[src/rtl/uart_pkg.sv]
// Shared definitions for the UART receiver: FSM state encoding,
// word-length codes and default oversampling parameters.
package uart_pkg;

   localparam int OSR_DEFAULT = 16;
   localparam int MID_DEFAULT = 7;

   localparam logic [1:0] WLEN_5 = 2'b00;
   localparam logic [1:0] WLEN_6 = 2'b01;
   localparam logic [1:0] WLEN_7 = 2'b10;
   localparam logic [1:0] WLEN_8 = 2'b11;

   typedef enum logic [2:0] {
      ST_IDLE,
      ST_START,
      ST_DATA,
      ST_PARITY,
      ST_STOP
   } rx_state_e;

   // Index of the last data bit for a given word-length code.
   function automatic logic [2:0] last_bit_idx(input logic [1:0] wl);
      case (wl)
         WLEN_5:  return 3'd4;
         WLEN_6:  return 3'd5;
         WLEN_7:  return 3'd6;
         WLEN_8:  return 3'd7;
         default: return 3'd7;
      endcase
   endfunction

endpackage

[src/rtl/uart_rx_sync.sv]
// Two-flop synchronizer for the asynchronous serial line. Both flops
// reset high so that an idle line produces no spurious falling edge
// when reset is released.
module uart_rx_sync (
   input  logic uart_clk_i,
   input  logic uart_rst_n_i,
   input  logic line_async,
   output logic line_sync
);

   logic line_meta;

   // Shift the raw line through two flops.
   always_ff @(posedge uart_clk_i or negedge uart_rst_n_i) begin
      if (!uart_rst_n_i) begin
         line_meta <= 1'b1;
         line_sync <= 1'b1;
      end else begin
         line_meta <= line_async;
         line_sync <= line_meta;
      end
   end

endmodule

[src/rtl/uart_rx.sv]
// UART receiver: oversampled start/data/parity/stop decoding with
// per-frame configuration latch and one-cycle FIFO write/error strobes.
// Optional build macro UART_RX_MAJORITY_EN: decide each bit by a 2-of-3
// vote over ticks MID, MID+1, MID+2 instead of a single sample at MID.
//
// state     | meaning
// ----------+-----------------------------------------------------------
// ST_IDLE   | waiting for a falling edge on the synchronized line
// ST_START  | validating the start bit; false start returns to idle
// ST_DATA   | sampling data bits LSB-first
// ST_PARITY | sampling and checking the parity bit
// ST_STOP   | sampling stop bit(s); last sample writes or flags overrun
module uart_rx #(
   parameter int OSR = uart_pkg::OSR_DEFAULT,
   parameter int MID = uart_pkg::MID_DEFAULT
) (
   input  logic       uart_clk_i,
   input  logic       uart_rst_n_i,
   input  logic       rx_clk_en_i,
   input  logic       uart_rx_i,
   input  logic [1:0] word_len_i,
   input  logic       parity_en_i,
   input  logic       even_parity_sel_i,
   input  logic       stp_bits_i,
   input  logic       rx_fifo_full_i,
   output logic [7:0] rx_fifo_data_o,
   output logic       rx_fifo_wr_en_o,
   output logic       parity_err_o,
   output logic       frame_err_o,
   output logic       overrun_err_o,
   output logic       rx_busy_o
);

   import uart_pkg::*;

   localparam int CW = (OSR > 1) ? $clog2(OSR) : 1;
`ifdef UART_RX_MAJORITY_EN
   localparam int DEC = MID + 2;
`else
   localparam int DEC = MID;
`endif
   localparam logic [CW-1:0] CNT_DEC  = CW'(DEC);
   localparam logic [CW-1:0] CNT_LAST = CW'(OSR - 1);

   rx_state_e   state, state_nxt;
   logic        rx_s, rx_prev, fall;
   logic [CW-1:0] cnt;
   logic        tick_sample, tick_last, bit_val, last_data, finish;
   logic [1:0]  wlen_q;
   logic        par_en_q, even_q, stp2_q;
   logic [2:0]  bit_idx;
   logic        stop_idx;
   logic [7:0]  sr;
   logic        par_acc, par_err_q, frm_err_q;

   uart_rx_sync u_sync (
      .uart_clk_i   (uart_clk_i),
      .uart_rst_n_i (uart_rst_n_i),
      .line_async   (uart_rx_i),
      .line_sync    (rx_s)
   );

   assign fall        = rx_prev & ~rx_s;
   assign tick_sample = rx_clk_en_i && (cnt == CNT_DEC);
   assign tick_last   = rx_clk_en_i && (cnt == CNT_LAST);
   assign last_data   = (bit_idx == last_bit_idx(wlen_q));
   assign rx_busy_o   = (state != ST_IDLE);

`ifdef UART_RX_MAJORITY_EN
   localparam logic [CW-1:0] CNT_MID  = CW'(MID);
   localparam logic [CW-1:0] CNT_MID1 = CW'(MID + 1);
   logic s_mid, s_mid1;

   // Hold the first two of the three votes until the deciding tick.
   always_ff @(posedge uart_clk_i or negedge uart_rst_n_i) begin
      if (!uart_rst_n_i) begin
         s_mid  <= 1'b1;
         s_mid1 <= 1'b1;
      end else if (rx_clk_en_i) begin
         if (cnt == CNT_MID)  s_mid  <= rx_s;
         if (cnt == CNT_MID1) s_mid1 <= rx_s;
      end
   end

   assign bit_val = (s_mid & s_mid1) | (s_mid & rx_s) | (s_mid1 & rx_s);
`else
   assign bit_val = rx_s;
`endif

   // State register plus previous line value for edge detection.
   always_ff @(posedge uart_clk_i or negedge uart_rst_n_i) begin
      if (!uart_rst_n_i) begin
         state   <= ST_IDLE;
         rx_prev <= 1'b1;
      end else begin
         state   <= state_nxt;
         rx_prev <= rx_s;
      end
   end

   // Next-state decode; the start bit runs to its end so data bits
   // are sampled from bit-aligned counter positions.
   always_comb begin
      state_nxt = state;
      finish    = 1'b0;
      case (state)
         ST_IDLE: begin
            if (fall) state_nxt = ST_START;
         end
         ST_START: begin
            if (tick_sample && bit_val) state_nxt = ST_IDLE;
            else if (tick_last)         state_nxt = ST_DATA;
         end
         ST_DATA: begin
            if (tick_last && last_data)
               state_nxt = par_en_q ? ST_PARITY : ST_STOP;
         end
         ST_PARITY: begin
            if (tick_last) state_nxt = ST_STOP;
         end
         ST_STOP: begin
            if (tick_sample && (stop_idx == stp2_q)) begin
               finish    = 1'b1;
               state_nxt = ST_IDLE;
            end
         end
         default: state_nxt = ST_IDLE;
      endcase
   end

   // Oversampling tick counter; parked at zero while idle.
   always_ff @(posedge uart_clk_i or negedge uart_rst_n_i) begin
      if (!uart_rst_n_i)          cnt <= '0;
      else if (state == ST_IDLE)  cnt <= '0;
      else if (rx_clk_en_i)       cnt <= (cnt == CNT_LAST) ? '0 : cnt + 1'b1;
   end

   // Frame datapath: config latch, data capture, parity and stop checks.
   always_ff @(posedge uart_clk_i or negedge uart_rst_n_i) begin
      if (!uart_rst_n_i) begin
         wlen_q    <= WLEN_8;
         par_en_q  <= 1'b0;
         even_q    <= 1'b0;
         stp2_q    <= 1'b0;
         bit_idx   <= '0;
         stop_idx  <= 1'b0;
         sr        <= '0;
         par_acc   <= 1'b0;
         par_err_q <= 1'b0;
         frm_err_q <= 1'b0;
      end else if (state == ST_IDLE) begin
         if (fall) begin
            wlen_q    <= word_len_i;
            par_en_q  <= parity_en_i;
            even_q    <= even_parity_sel_i;
            stp2_q    <= stp_bits_i;
            bit_idx   <= '0;
            stop_idx  <= 1'b0;
            sr        <= '0;
            par_acc   <= 1'b0;
            par_err_q <= 1'b0;
            frm_err_q <= 1'b0;
         end
      end else begin
         case (state)
            ST_DATA: begin
               if (tick_sample) begin
                  sr[bit_idx] <= bit_val;
                  par_acc     <= par_acc ^ bit_val;
               end
               if (tick_last) bit_idx <= bit_idx + 3'd1;
            end
            ST_PARITY: begin
               if (tick_sample) par_err_q <= ((par_acc ^ bit_val) != ~even_q);
            end
            ST_STOP: begin
               if (tick_sample && !bit_val) frm_err_q <= 1'b1;
               if (tick_last)               stop_idx  <= 1'b1;
            end
            default: ;
         endcase
      end
   end

   // Registered FIFO write and error strobes, one cycle after the final
   // stop sample; a full FIFO turns the whole result into an overrun.
   always_ff @(posedge uart_clk_i or negedge uart_rst_n_i) begin
      if (!uart_rst_n_i) begin
         rx_fifo_data_o  <= '0;
         rx_fifo_wr_en_o <= 1'b0;
         parity_err_o    <= 1'b0;
         frame_err_o     <= 1'b0;
         overrun_err_o   <= 1'b0;
      end else begin
         rx_fifo_wr_en_o <= 1'b0;
         parity_err_o    <= 1'b0;
         frame_err_o     <= 1'b0;
         overrun_err_o   <= 1'b0;
         if (finish) begin
            if (!rx_fifo_full_i) begin
               rx_fifo_wr_en_o <= 1'b1;
               rx_fifo_data_o  <= sr;
               parity_err_o    <= par_err_q;
               frame_err_o     <= frm_err_q | ~bit_val;
            end else begin
               overrun_err_o   <= 1'b1;
            end
         end
      end
   end

endmodule

[config.mk]
export PLATFORM = sky130hd
export DESIGN_NAME = uart_rx
export DESIGN_NICKNAME = d
export VERILOG_FILES = /design/src/rtl/uart_pkg.sv /design/src/rtl/uart_rx_sync.sv /design/src/rtl/uart_rx.sv
export SDC_FILE = /design/constraint.sdc
export NUM_CORES = 1
export LEC_CHECK = 0
export CORE_MARGIN = 4
export CORE_UTILIZATION = 40
export CTS_BUF_LIST = sky130_fd_sc_hd__clkbuf_4
export CTS_CLUSTER_DIAMETER = 60
export DETAILED_ROUTE_END_ITERATION = 16
export PLACE_DENSITY = 0.63
export SLEW_MARGIN = 20
export SYNTH_ARGS = -nofsm -noshare
export SYNTH_HDL_FRONTEND = slang
export SYNTH_SLANG_ARGS = --single-unit
[constraint.sdc]
create_clock -name uart_clk_i -period 2.91 [get_ports uart_clk_i]
set_input_delay 0.4365 -clock uart_clk_i [delete_from_list [all_inputs] [get_ports uart_clk_i]]
set_output_delay 0.4365 -clock uart_clk_i [all_outputs]
set_load 0.005 [all_outputs]
======== Yosys cells after proc, flatten, opt, wreduce, memory -nomap -nowiden ========
Cells that the tools add are included.
storage, ports and cells
  register bits ........................... 42
  memories ................................ 0
  bits of input ports ..................... 10
  latch bits .............................. 0
  bits in read-only memories .............. 0
  logic and storage cells ................. 119
  bits in writable memories ............... 0
  output and inout port bits .............. 13
operators by class
  bitwise operators ....................... 6
  shift-type cells ........................ 0
  $lt $le $gt $ge ......................... 2
  reduce and logical (&&, ||, !) cells .... 26
  divide/modulo/power cells ............... 0
  equal/unequal tests ..................... 17
  multiplexer cells ....................... 46
  $add $sub $neg .......................... 2
  $mul .................................... 0
operator list
  cell                                                        count
  two-way mux 3 bit                                           11
  two-way mux 8 bit                                           4
  two-way mux 1 bit                                           24
  case mux 3 bit (5 select lines)                             1
  AND reduction 3 bit                                         5
  nonzero test 2 bit                                          7
  two-way mux 4 bit                                           3
  case mux 3 bit (4 select lines)                             1
  bitwise mux 8 bit                                           1
  inequality test 2 bit, second input constant                4
  logical AND 1 bit                                           7
  == test 3 x 2 -> 1 bit, second input constant               2
  AND reduction 5 bit                                         1
  adder 4 x 1 -> 4 bit, second input constant                 1
  == test 2 bit, second input constant                        2
  == test 4 x 3 -> 1 bit, second input constant               1
  == test 4 bit, second input constant                        1
  less-than comparator 3 x 4 -> 1 bit, second input constant  1
  AND reduction 2 bit                                         2
  adder 3 x 1 -> 3 bit, second input constant                 1
  demux 1 bit (select 3 bit)                                  1
  == test 3 x 1 -> 1 bit, second input constant               1
  == test 3 bit                                               1
  == test 3 bit, second input constant                        1
  13 further kinds                                            15

======== Logic depth before layout (Yosys ltp) ========
Gate-level depths: netlist (run 1).
  depth after elaboration ................. 8
  gate-level depth with buffers ........... 6
  gate-level depth less buffers ........... 5

======== By module ========
Synthesis (run 1) repeated with hierarchy kept, for this count alone.
unflattened totals
  cell total of the unflattened synthesis .. 186
  area total of the unflattened synthesis .. 2008.2 sq um
modules (own cells, without submodules)
  module        instances  area each (sq um)  cells each  seq. area each (sq um)
  uart_rx       1          1955.6             184         1004.7
  uart_rx_sync  1          52.6               2           52.6

======== Worst setup path before layout (run 1) ========
No wires, ideal clock.
  kind .................................... register -> register
  start ................................... register cnt[0]
  end ..................................... register rx_fifo_data_o[0]
  cell stages (with the launch flop) ...... 7
  setup slack ............................. 1.154 ns
  period minus slack after synthesis ...... 1.756 ns
  data required time ...................... 2.785 ns
  library setup time ...................... 0.125 ns
  arrival time ............................ 1.631 ns
  path buffers ............................ 1
  cell sequence ........................... dfrtp_1 ha_1 and4b_1 buf_6 nand2_4 nor3_4 mux2_2
between the ends
  cells in the longest elaborated chain, start to end .. 6
ends and longest elaborated chain
  element                               RTL line        text
  from (decl)                           uart_rx.sv:47   logic [CW-1:0] cnt;
  from (signal assigned)                uart_rx.sv:135  else if (rx_clk_en_i) cnt <= (cnt == CNT_LAST) ? '0 : cnt + 1'b1;
  == test 4 x 3 -> 1 bit                uart_rx.sv:64   assign tick_sample = rx_clk_en_i && (cnt == CNT_DEC);
  logical AND 1 bit                     uart_rx.sv:64
  logical AND 1 bit                     uart_rx.sv:122  if (tick_sample && (stop_idx == stp2_q)) begin
  two-way mux 1 bit                     uart_rx.sv:122
  two-way mux 1 bit                     uart_rx.sv:106  case (state)
  AND reduction 2 bit (no source line)  n/a
  to (signal assigned)                  uart_rx.sv:202  rx_fifo_data_o <= sr;
  to (decl)                             uart_rx.sv:26   output logic [7:0] rx_fifo_data_o,
No other way between the ends.
A chain may end at the register's enable or synchronous reset.

======== Worst setup path in the final report (run 1) ========
  start ................................... register state[1]
  end ..................................... output port rx_busy_o
between the ends
  cells in the longest elaborated chain, start to end .. 1
ends and longest elaborated chain
  element                 RTL line       text
  from (decl)             uart_rx.sv:45  rx_state_e state, state_nxt;
  from (signal assigned)  uart_rx.sv:96  state <= state_nxt;
  nonzero test 3 bit      uart_rx.sv:67  assign rx_busy_o = (state != ST_IDLE);
  to (decl)               uart_rx.sv:31  output logic rx_busy_o
No other way between the ends.

==> results of run 1 <==
cells in the final DEF, fill, tap and decap left out, types with 2 or more instances in the layout:
cell / synthesis / final
dfrtp_1: 37 / 37
nand2_1: 23 / 23
clkdlybuf4s50_1: 0 / 21
o21ai_0: 19 / 19
nor2_1: 9 / 9
nand3_1: 8 / 8
mux2_2: 8 / 8
inv_1: 6 / 6
nor3_1: 5 / 5
clkbuf_4: 0 / 5
dfstp_2: 5 / 5
xnor2_1: 4 / 4
a21oi_1: 4 / 4
a31oi_1: 4 / 4
xor2_1: 4 / 4
and2_1: 3 / 3
nor2b_1: 3 / 3
mux2i_1: 3 / 3
nand2b_1: 3 / 3
o21a_1: 3 / 3
nand4_1: 2 / 2
o31ai_1: 2 / 2
ha_1: 2 / 2
clkinv_2: 0 / 2
flip-flops by register name, summed over array words and instances, names as in the netlist, 2 cells and up:
name,count
bit_idx,3
cnt,4
rx_fifo_data_o,8
sr,8
state,3
wlen_q,2
power by group through the flow:
stage / sequential [W] / clock, W / combinational (W)
final: 0.000776 / 0.000360 / 0.000265
after global placement: 0.000776 / 0 / 0.000254
after CTS: 0.000773 / 0.000371 / 0.000268
after global routing: 0.000789 / 0.000401 / 0.000307
after detailed placement: 0.000784 / 0 / 0.000267
after floorplan: 0.000723 / 0 / 0.000245
worst max path at each step:
| stage | start | end | slack (ns) | cells past startpoint |
|---|---|---|---|---|
| 4_1_cts | state[1]$_DFFE_PN0P_ | rx_busy_o | 0.73 | 4 |
| 3_5_place_dp | rx_clk_en_i | rx_fifo_data_o[4]$_DFFE_PN0P_ | 0.42 | 5 |
| 6_report | state[1]$_DFFE_PN0P_ | rx_busy_o | 0.74 | 4 |
| 2_1_floorplan | cnt[0]$_DFFE_PN0P_ | rx_fifo_data_o[0]$_DFFE_PN0P_ | 1.15 | 6 |
| 3_3_place_gp | rx_clk_en_i | rx_fifo_data_o[6]$_DFFE_PN0P_ | 0.50 | 5 |
| 5_1_grt | state[1]$_DFFE_PN0P_ | rx_busy_o | 0.63 | 4 |
Yosys cell counts (5+ instances only):
cell      instances  area, µm²
mux2_2            8      90.09
nand3_1           8      40.04
clkbuf_1          6      22.52
nor3_1            5      25.02
nor2_1            9      33.78
dfrtp_1          37      925.9
nand2_1          23      86.33
dfstp_2           5      131.4
inv_1             6      22.52
o21ai_0          19      95.09
cell families (layout without fill, tap and decap cells):
kind of cell,count (synthesis),after routing
adders and majority gates,2,2
AOI/OAI and AO/OA,38,38
muxes,11,11
xor gates and xnor gates,8,8
buffers and inverters,15,37
and+or+nand+nor,66,66
DFF,42,42
per-stage QoR:
step	setup WS [ns]	std cells	utilization (%)	hold slack [ns]	instance area (µm²)
after floorplan	1.154	182	-	0.1409	1921
after global placement	0.5039	248	47.92	0.3470	2158
after detailed placement	0.4163	248	47.92	0.3479	2158
after CTS	0.7255	256	49.64	0.2355	2236
after global routing	0.6316	256	49.64	0.2703	2236
final	0.7409	256	49.64	0.2101	2236
cell type report:
cell class	count	area, µm²	share of cell area (%)
tap	52	65.06	2.910
timing repair buffer	23	222.7	9.961
sequential	42	1057	47.29
clock buffer	5	37.54	1.679
clock inverter	3	40.04	1.791
inverter	6	22.52	1.007
multi-input combinational	125	790.8	35.37
routing by layer:
metal,routed length (µm),part of all wire (%),global-route usage [%]
met3,180,4.8,3.747
met4,21,0.56,4.093
met2,1812,49,21.33
met1,1719,46,18.23
met5,0,0,0
==> results.yml, run 1 <==
final_layout:
  final_nets: 215
  drive_gt1_share_pct: 14.71
  area_delta_synth_final_pct: 16.42
  num_antenna_cells: 0
  n_fill_cell: 407
die:
  core_area_um2: 4504
  fp.dieH_um: 77.29
  dieArea_um2: 5974
  start_util_pct: 42.64
  die_w_um: 77.29
  rows: 24
  io_pins: 23
synthesis:
  synth_compound_area_share_pct: 11.73
  synth_xor_area_share_pct: 3.648
  yosys.area_share.simple_pct: 18.24
  synthAdderAreaFrac_pct: 1.303
  netlist_instances: 182
  ys.flop_type: "dfrtp_1"
  ys_seq_area_share_pct: 55.05
  synth.ff_latch_count: 42
  yosysWarnings: 0
  synth_top_family_by_area: "simple AND/OR/NAND/NOR gates"
  async_flop_share_pct: 100.0
  synth_nets: 194
  syn_area_um2: 1921
  syn_avg_cell_area_um2: 10.55
  synth_mux_area_share_pct: 6.254
  synth-edff-count: 0
  ys_types: 40
routing:
  ant_nets: 0
  routedWlPerCell_um: 14.58
  drt_iter0_drc: 77
  drt-total-wl_mm: 3.732
  first_pass_iters: 4
  viasPerCell: 5.492
  vias: 1406
  drc: 0
cts:
  ctsHoldBuffers: 0
  postCtsSetupBuffers: 0
  htreeDepth: 2
  cts_tree: "yes"
  cts_made_buffers: 5
  clk_latency_ns: 0.34
  clock-sinks: 42
  cts-root-buf: "clkbuf_4"
  cts.repair.resized: 0
  clk_pin_slew_ns: 0.12
  clock_path_buffers: 2
critical_path:
  crit_path_cell_trace: "nor3_2 -> buf_4 -> inv_1 -> clkdlybuf4s50_1"
  rr_startpoint: "cnt[0]$_DFFE_PN0P_"
  crit_family: "buffers and inverters"
  r2r_end: "rx_fifo_data_o[4]$_DFFE_PN0P_"
  cpPeakStageDelay_ns: 0.61
  crit_fanout: 12
  end_kind: "primary output"
  reg2reg_slack_ns: 0.92
  reg2reg_depth: 5
  crit_arrival_ns: 1.73
  required_ns: 2.47
  cp_num_buf_inv: 3
  critPathSlowestCell: "dfrtp_1"
  cp-start-kind: "flop"
  worstSetupPathType: "flop to primary output"
power_and_ir_drop:
  finalPower_w: 0.001401
  intPower_w: 0.0009595
  p_leak_nw: 1.010
  comb_power_share_pct: 18.9
  netSwitchingPower_w: 0.0004416
  ir_drop_uv: 418.3
  clock_power_share_pct: 25.7
  power_density_nw_per_um2: 626.6
  power.share.sequential_pct: 55.4
  swShare_pct: 31.52
sta:
  rsz0062_at_grt: "false"
  relSlewSlack_pct: 39.88
  hold_viol_final: 0
  slew_violations: 0
  clock.fmax_ghz: 0.4610
  setup_viol: 0
  tns_ns: 0
  tightest_slew_ns: 0.9017
  clock_skew_ns: 0.003557
  period_share_pct: 74.54
  min_period_ns: 2.169
global_routing:
  grt_use_total_pct: 13.57
  grt_max_degree: 43
  grt_pass1_wl_mm: 6.492
  grt_pass1_vias: 1367
  antenna_found_initial: 0
  overflow: 0
min_path:
  min_path_type: "primary input to async pin"
placed_design:
  io_buffer_count: 22
  place_congestion: 0.8523
  dp_hpwl_mm: 2.659
outcome:
  status: "completed"
run:
  maxCapViolations: 0
Power figures use the tool's default switching activity.
==> inputs of run 2 (changes only) <==
--- a/config.mk
+++ b/config.mk
@@ -10,7 +10,7 @@
 export CTS_BUF_LIST = sky130_fd_sc_hd__clkbuf_4
 export CTS_CLUSTER_DIAMETER = 60
 export DETAILED_ROUTE_END_ITERATION = 16
-export PLACE_DENSITY = 0.63
+export PLACE_DENSITY = 0.66
 export SLEW_MARGIN = 20
 export SYNTH_ARGS = -nofsm -noshare
 export SYNTH_HDL_FRONTEND = slang
==> constraint.sdc (replaced) <==
create_clock -name uart_clk_i -period 1.75 [get_ports uart_clk_i]
set_input_delay 0.2625 -clock uart_clk_i [delete_from_list [all_inputs] [get_ports uart_clk_i]]
set_output_delay 0.2625 -clock uart_clk_i [all_outputs]
set_load 0.005 [all_outputs]
==> run 2 against run 1 <==
Power increased by 68%. Wire length decreased by 0.64%. Clock-buffer cell count increased by 1. Clock power increased by 31%. Core utilization increased by 4.0 points. Sequential power increased by 57%. Via count increased by 2.0%. Setup slack got worse by 0.64 ns. Final area increased by 8.0%. Global-route usage increased by 0.25 points. Clock skew increased by 0.010 ns. Combinational power increased to 2.5 times the previous value. Largest power group unchanged.
==> results.yml, run 2 (synthesis results as in run 1) <==
outcome:
  status: "completed"
final_layout:
  area_delta_synth_final_pct: 25.73
  final_common_cell: "dfrtp_1"
  final_nets: 237
  drive_gt1_share_pct: 25.22
  postLayoutCellArea_um2: 2415
  reg.largest.list: "rx_fifo_data_o (8), sr (8), cnt (4)"
  final_cell_mix: "dfrtp_1, nand2_1, buf_4"
  num_antenna_cells: 0
  finish.utilization_pct: 53.61
  stdcell_count: 278
placed_design:
  placed_area_um2: 2301
  dp_cells: 265
  place_worst_setup_slack_ns: -0.1621
  dp_hpwl_mm: 2.617
  io_buffer_count: 22
  place_congestion: 0.8109
sta:
  relSlewSlack_pct: 65.25
  hold_viol_final: 0
  period_share_pct: 94.30
  tightest_slew_ns: 0.5212
  min_period_ns: 1.650
  setup_viol: 0
  clock_skew_ns: 0.01396
  slew_violations: 0
  setup_ws_ns: 0.09974
  clock.fmax_ghz: 0.6060
cts:
  clock_path_buffers: 2
  htreeDepth: 2
  clock-sinks: 42
  clk_latency_ns: 0.35
  clk_pin_slew_ns: 0.12
  cts_made_buffers: 5
  cts_tree: "yes"
  cts-root-buf: "clkbuf_4"
die:
  io_pins: 23
  dieArea_um2: 5974
  rows: 24
  start_util_pct: 42.64
  die_w_um: 77.29
  fp.dieH_um: 77.29
  core_area_um2: 4504
power_and_ir_drop:
  p_leak_nw: 1.096
  power_density_nw_per_um2: 973.1
  ir_drop_uv: 507.4
critical_path:
  worstSetupPathType: "flop to flop"
  end_kind: "flop"
  crit_arrival_ns: 1.89
  crit_start: "cnt[0]$_DFFE_PN0P_"
  cpPeakStageDelay_ns: 0.38
  required_ns: 1.99
  cp-start-kind: "flop"
  crit_fanout: 8
  reg2reg_slack_ns: 0.1
  crit_path_cell_trace: "ha_2 -> and4b_2 -> nand2_4 -> nor3_4 -> buf_12 -> mux2_2"
  critPathSlowestCell: "dfrtp_1"
  rr_startpoint: "cnt[0]$_DFFE_PN0P_"
  reg2reg_depth: 6
  crit_path_end: "rx_fifo_data_o[6]$_DFFE_PN0P_"
  r2r_end: "rx_fifo_data_o[6]$_DFFE_PN0P_"
routing:
  routedWlPerCell_um: 13.34
  drt_iter0_drc: 48
  ant_nets: 0
  drt-total-wl_mm: 3.708
  drc: 0
  first_pass_iters: 4
  viasPerCell: 5.158
  vias: 1434
global_routing:
  antenna_found_initial: 0
  grt_pass1_wl_mm: 6.617
  overflow: 0
  grt_pass1_vias: 1407
  grt_max_degree: 43
  grt_use_total_pct: 13.82
run:
  maxCapViolations: 0
min_path:
  min_path_type: "primary input to flop"
-- run 2: cell type report --
type	instances	area (µm²)
Inverter	6	22.52
Tap cell	52	65.06
Clock inverter	2	8.758
Fill cell	428	2090
Multi-Input combinational cell	125	810.8
Clock buffer	6	45.04
Timing Repair Buffer	45	401.6
Sequential cell	42	1061
-- run 2: layer usage --
metal  routed length (µm)  share of wire, %  track usage, %
met5                    0                 0               0
met4                   71               1.9           5.338
met3                  154               4.2           3.279
met2                 1644                44           21.16
met1                 1838                50           18.88
-- run 2: critical path, delay by kind of cell, from the launching register on --
| kind | cells | cell delay (ns) |
|---|---|---|
| buffers and inverters | 1 | 0.15 |
| adders and majority gates | 1 | 0.18 |
| and+or+nand+nor | 3 | 0.50 |
| DFF | 1 | 0.38 |
| muxes | 1 | 0.32 |
-- run 2: metrics by stage --
step           setup TNS, ns  power, W  hold slack, ns
3_3_place_gp          -1.958  0.001854          0.3460
6_report                   0  0.002350          0.2943
5_1_grt            -0.003604  0.002538          0.2723
2_1_floorplan      -0.006725  0.001614        -0.03309
3_5_place_dp          -2.146  0.001880          0.3472
4_1_cts                    0  0.002356          0.2832
-- run 2: worst min-delay path by stage --
stage                               startpoint                         end  slack [ns]  cells past startpoint
finish                               uart_rx_i  u_sync.line_meta$_DFF_PN1_        0.29                      1
floorplan                         uart_rst_n_i      bit_idx[0]$_DFFE_PN0P_       -0.03                      0
global route                         uart_rx_i  u_sync.line_meta$_DFF_PN1_        0.27                      1
global placement    u_sync.line_meta$_DFF_PN1_  u_sync.line_sync$_DFF_PN1_        0.35                      0
CTS                                  uart_rx_i  u_sync.line_meta$_DFF_PN1_        0.28                      1
detailed placement  u_sync.line_meta$_DFF_PN1_  u_sync.line_sync$_DFF_PN1_        0.35                      0
-- run 2: power breakdown --
part | switching [W] | internal (W) | leakage, nW
logic | 0.000337 | 0.000327 | 0.546
clock network | 0.000303 | 0.000167 | 0.0331
registers | 0.000120 | 0.00110 | 0.517
total | 0.000760 | 0.00159 | 1.10
-- run 2: repair_timing --
action / CTS / global route
hold buffers: 1 / 0
endpoints found under the setup margin: 1 / 15
setup buffers: 3 / 1
hold endpoints to repair: 37 / 0
gates resized for setup: 5 / 6
pin swaps: 1 / 1
